### src/rtl/regfile_wb_arbiter.sv
// Round-robin arbiter sharing the register-file write port among NREQ writeback
// requesters, plus a 32-entry pending-write scoreboard for decode stalls.
module regfile_wb_arbiter #(
  parameter int NREQ   = 3,
  parameter int DWIDTH = 32
) (
  input  logic                   clk_i,
  input  logic                   reset_i,
  input  logic [NREQ-1:0]        req_valid_i,
  input  logic [5*NREQ-1:0]      req_rd_i,
  input  logic [DWIDTH*NREQ-1:0] req_data_i,
  output logic [NREQ-1:0]        req_ready_o,
  output logic [4:0]             rd_o,
  output logic                   regwren_o,
  output logic [DWIDTH-1:0]      datawb_o,
  input  logic                   claim_valid_i,
  input  logic [4:0]             claim_rd_i,
  input  logic                   flush_i,
  output logic [31:0]            busy_o,
  output logic                   claim_err_o
);

  localparam int PW = (NREQ > 1) ? $clog2(NREQ) : 1;

  logic [PW-1:0]     r_ptr;
  logic [4:0]        r_rd;
  logic              r_wen;
  logic [DWIDTH-1:0] r_data;
  logic [31:0]       r_busy;
  logic              r_err;

  logic [NREQ-1:0]   w_gnt;
  logic              w_hs;
  logic [PW-1:0]     w_gidx;
  logic [4:0]        w_grd;
  logic [DWIDTH-1:0] w_gdata;
  logic              w_claim;
  logic              w_commit;
  logic              w_err_set;
  logic [31:0]       w_busy_nxt;

  function automatic int wrap(input int a);
    return a % NREQ;
  endfunction

  // Handshake: requester k transfers in a cycle where req_valid_i[k] & req_ready_o[k];
  // the register file never stalls, so the first valid requester from r_ptr is always granted.
  always_comb begin
    w_gnt   = '0;
    w_hs    = 1'b0;
    w_gidx  = '0;
    w_grd   = '0;
    w_gdata = '0;
    for (int i = 0; i < NREQ; i++) begin
      if (!w_hs && req_valid_i[wrap(int'(r_ptr) + i)]) begin
        w_hs                            = 1'b1;
        w_gnt[wrap(int'(r_ptr) + i)]    = 1'b1;
        w_gidx                          = PW'(wrap(int'(r_ptr) + i));
        w_grd                           = req_rd_i[5*wrap(int'(r_ptr) + i) +: 5];
        w_gdata                         = req_data_i[DWIDTH*wrap(int'(r_ptr) + i) +: DWIDTH];
      end
    end
  end

  // Priority within one cycle: commit clear, then claim set, then flush wipes all.
  always_comb begin
    w_claim    = claim_valid_i && (claim_rd_i != 5'd0);
    w_commit   = w_hs && (w_grd != 5'd0);
    w_err_set  = w_claim && r_busy[claim_rd_i] && !(w_commit && (w_grd == claim_rd_i));
    w_busy_nxt = r_busy;
    if (w_commit) w_busy_nxt[w_grd] = 1'b0;
    if (w_claim)  w_busy_nxt[claim_rd_i] = 1'b1;
    if (flush_i)  w_busy_nxt = '0;
    w_busy_nxt[0] = 1'b0;
  end

  always_ff @(posedge clk_i or negedge reset_i) begin
    if (!reset_i) begin
      r_ptr  <= '0;
      r_rd   <= '0;
      r_wen  <= 1'b0;
      r_data <= '0;
      r_busy <= '0;
      r_err  <= 1'b0;
    end else begin
      r_wen <= w_commit;
      if (w_hs) begin
        r_ptr  <= PW'(wrap(int'(w_gidx) + 1));
        r_rd   <= w_grd;
        r_data <= w_gdata;
      end
      r_busy <= w_busy_nxt;
      if (w_err_set) r_err <= 1'b1;
    end
  end

  assign req_ready_o = reset_i ? w_gnt : '0;
  assign rd_o        = r_rd;
  assign regwren_o   = r_wen;
  assign datawb_o    = r_data;
  assign busy_o      = r_busy;
  assign claim_err_o = r_err;

endmodule

### config.mk
export PLATFORM = sky130hd
export DESIGN_NAME = regfile_wb_arbiter
export DESIGN_NICKNAME = d
export VERILOG_FILES = /design/src/rtl/regfile_wb_arbiter.sv
export SDC_FILE = /design/constraint.sdc
export NUM_CORES = 1
export LEC_CHECK = 0
export ABC_AREA = 1
export BUFFER_PORTS_ARGS = -buffer_cell sky130_fd_sc_hd__buf_2
export CAP_MARGIN = 25
export CORE_ASPECT_RATIO = 1.25
export CORE_MARGIN = 2
export CORE_UTILIZATION = 54
export DETAILED_ROUTE_END_ITERATION = 8
export GPL_TIMING_DRIVEN = 0
export PLACE_DENSITY = 0.86
export SLEW_MARGIN = 25
export SYNTH_ARGS = -nofsm -noshare
export SYNTH_HDL_FRONTEND = slang
export SYNTH_SLANG_ARGS = --single-unit
### constraint.sdc
create_clock -name clk_i -period 5.4 [get_ports clk_i]
set_input_delay 0.54 -clock clk_i [delete_from_list [all_inputs] [get_ports clk_i]]
set_output_delay 0.54 -clock clk_i [all_outputs]
set_load 0.02 [all_outputs]
==> flow_metrics.env <==
export IMPL_synthArstFlopShare=1.00
export IMPL_fin_nets=1527
export IMPL_fillers=1255
export IMPL_cts_hold_buf=0
export IMPL_synth_xor_xnor_area_share=0.00366
export IMPL_yosys_area_share_simple=0.326
export IMPL_r2r_start="r_ptr[1]$_DFFE_PN0P_"
export IMPL_cp_max_fo=10
export IMPL_critPathBufInv=7
export IMPL_cts_tree="built"
export IMPL_post_synth_cell_area_avg_um2=6.07
export IMPL_yosys_warnings=0
export IMPL_placed_cell_area_um2=8400
export IMPL_yosys_area_share_adder=0.0265
export IMPL_synth_nets=1320
export IMPL_r2r_setup_slack_ps=560
export IMPL_synth_main_ff_cell="dfrtp_1"
export IMPL_clockPowerShare=0.097
export IMPL_period_share=0.897
export IMPL_comb_power_share=0.772
export IMPL_area_growth_pct=21.0
export IMPL_path_class="flop to flop"
export IMPL_yosys_top_cells_area="dfrtp_1, nand2_1, o21ai_0"
export IMPL_io_buffer_count=195
export IMPL_grt_overflow_total=0
export IMPL_synth_seq_cells=72
export IMPL_ioPinCount=197
export IMPL_min_period_ps=4840
export IMPL_die_area_um2=14200
export IMPL_drc=0
export IMPL_clk_latency_ps=350
export IMPL_routed_wl_um=27700
export IMPL_initial_utilization=0.548
export IMPL_cp_startpoint="r_ptr[1]$_DFFE_PN0P_"
export IMPL_ctsHtreeMaxLevel=3
export IMPL_netlist_instances=1183
export IMPL_crit_cells=21
export IMPL_core_um2=13100
export IMPL_cts_inserted_buffers=9
export IMPL_cp_endpoint="busy_o[6]$_DFF_PN0_"
export IMPL_synth_area_um2=7180
export IMPL_setup_tns_ps=0
export IMPL_critPathArrivalTime_ps=5060
export IMPL_dr_first_iter_drc_count=1106
export IMPL_fin_area_um2=8690
export IMPL_synth_top_family_by_area="simple AND/OR/NAND/NOR gates"
export IMPL_final_max_slew_violation_count=0
export IMPL_vias=9455
export IMPL_vdd_drop_max_mv=0.402
export IMPL_final_setup_skew_ps=9.86
export IMPL_internal_power_w=0.00248
export IMPL_leakage_nw=4.39
export IMPL_p_per_area_nw_per_um2=719
export IMPL_finalHoldViolCount=0
export IMPL_synth_compound_area_share=0.270
export IMPL_detail_route_wl_per_cell_um=17.7
export IMPL_hp_class="primary input to asynchronous set/reset pin"
export IMPL_cp_slowest_cell="fa_1"
export IMPL_synth_distinct_cells=41
export IMPL_clockBufferDepth=2
export IMPL_grt_max_degree=51
export IMPL_worst_slew_pin_slew_ps=643
export IMPL_diodes=0
export IMPL_critPathTopFamily="buffers and inverters"
export IMPL_p_switching_w=0.00377
export IMPL_yosysSeqAreaShare=0.251
export IMPL_path_cells="inv_1, ha_1, buf_6, inv_2, buf_2, buf_2, buf_1, o21ai_0, fa_1, xnor2_1, nand2_1, nand2_1, inv_1, a21oi_1, a21oi_1, nand2_1, nand3_2, nor2_2, nand2_1, o21ai_0, a21oi_1"
export IMPL_cts_clk_slew_worst_paths_ps=70
export IMPL_cp_end_kind="flop"
export IMPL_drv_cap=0
export IMPL_track_usage=0.379
export IMPL_max_freq_mhz=206
export IMPL_postCtsSetupBuffers=0
export IMPL_rsz0062_at_grt="no"
export IMPL_antenna_found_initial=1
export IMPL_cp_data_required_time_ps=5610
export IMPL_cp_start_kind="flop"
export IMPL_die_h_um=133
export IMPL_worstRegToRegCells=21
export IMPL_cts_resized=0
export IMPL_switching_share=0.603
export IMPL_layout_commonest_cell="nand2_1"
export IMPL_die_w_um=107
export IMPL_synth_mux_area_fraction=0.00139
export IMPL_cpPeakStageDelay_ps=490
export IMPL_drive_above_1_share=0.201
export IMPL_cts_root_buffer_cell="clkbuf_16"
export IMPL_firstDrtPassIters=6
export IMPL_synth_largest_area_cell="dfrtp_1"
export IMPL_relSlewSlack=0.572
export IMPL_status="complete, no violations"
export IMPL_row_count=47
export IMPL_reg2reg_to="busy_o[6]$_DFF_PN0_"
export IMPL_final_antenna_net_count=0
export IMPL_via_per_inst=6.04
export IMPL_grt_pass1_vias=8855
export IMPL_cts_sinks=72
export IMPL_grt_pass1_wl_um=43200
export IMPL_pwr_share_seq=0.131
export IMPL_synth_edf_count=0
export IMPL_setup_viol=0
export IMPL_place_gp_congestion=0.995
export IMPL_final_cell_mix="nand2_1, buf_2, o21ai_0, inv_1, a21oi_1"
export IMPL_dpl_hpwl_um=20700
export IMPL_cpMostUsedCell="nand2_1"
export IMPL_netlist_area_leader_share=0.251
[kinds of logic after synthesis]
family	count (synthesis)
DFF	72
adders and majority gates	14
buffers and inverters	214
other	1
AOI/OAI and AO/OA	349
and+or+nand+nor	529
xor gates and xnor gates	3
muxes	1
[state kept, by name, indices dropped and copies added (netlist names)]
signal       cells
datawb_o        32
busy_o          31
rd_o             5
r_ptr            2
claim_err_o      1
regwren_o        1
[how the worst min path moves through the flow]
stage / endpoint / slack (ps) / startpoint / cells past startpoint
final: busy_o[19]$_DFF_PN0_ / 80 / reset_i / 1
after global routing: busy_o[19]$_DFF_PN0_ / 110 / reset_i / 1
after CTS: busy_o[19]$_DFF_PN0_ / 100 / reset_i / 1
after detailed placement: claim_err_o$_DFFE_PN0P_ / 450 / claim_err_o$_DFFE_PN0P_ / 2
after global placement: claim_err_o$_DFFE_PN0P_ / 440 / claim_err_o$_DFFE_PN0P_ / 2
after floorplan: busy_o[10]$_DFF_PN0_ / 240 / reset_i / 0
[synthesized netlist by cell type, types with 10 or more instances]
cell / count
o21ai_0: 170
inv_2: 17
o22ai_1: 10
inv_1: 127
nand4_1: 41
a21oi_1: 112
ha_1: 12
a22oi_1: 12
nand3_1: 45
nand2_1: 368
buf_2: 12
o221ai_1: 28
nor2_1: 40
clkbuf_1: 42
dfrtp_1: 72
[power by group through the flow]
stage	combinational [W]	sequential, W	clock (W)
finish	0.00482	0.000819	0.000605
global route	0.00525	0.000831	0.000627
CTS	0.00470	0.000814	0.000601
detailed placement	0.00467	0.000821	0
global placement	0.00461	0.000824	0
floorplan	0.00322	0.000971	0
[stage by stage]
| stage | total power (W) | setup WS (ps) | util | cells | hold WS (ps) |
|---|---|---|---|---|---|
| after floorplan | 0.00419 | 1560 | - | 1183 | 244 |
| after global placement | 0.00544 | 819 | 0.638 | 1549 | 441 |
| after detailed placement | 0.00549 | 763 | 0.641 | 1550 | 445 |
| after CTS | 0.00611 | 639 | 0.662 | 1566 | 95.3 |
| after global routing | 0.00670 | 215 | 0.662 | 1566 | 111 |
| final | 0.00624 | 556 | 0.662 | 1566 | 82.9 |
[area by class of cell]
| class | instances | area, µm² | share of cell area |
|---|---|---|---|
| Clock buffer | 9 | 225 | 0.0259 |
| Multi-Input combinational cell | 897 | 4510 | 0.519 |
| Buffer | 70 | 330 | 0.0380 |
| Inverter | 144 | 541 | 0.0622 |
| Sequential cell | 72 | 1800 | 0.207 |
| Tap cell | 171 | 214 | 0.0246 |
| Timing Repair Buffer | 196 | 1010 | 0.116 |
| Clock inverter | 7 | 61.3 | 0.00706 |
[worst register-to-register path, delay by kind of cell (launching register included)]
family	cells	cell delay [ps]
and+or+nand+nor	6	800
xor gates and xnor gates	1	160
adders and majority gates	2	820
AOI/OAI and AO/OA	5	740
DFF	1	480
buffers and inverters	7	1700
[layer usage]
layer / GRT usage / share of wire / wire [µm] / vias to the layer above
li1: - / - / - / 4369
met1: 0.452 / 0.37 / 10200 / 4267
met2: 0.636 / 0.48 / 13300 / 692
met3: 0.0764 / 0.11 / 2930 / 127
met4: 0.198 / 0.046 / 1270 / 0
met5: 0 / 0 / 0 / -
Note: power is estimated with default switching activity, not from simulation.
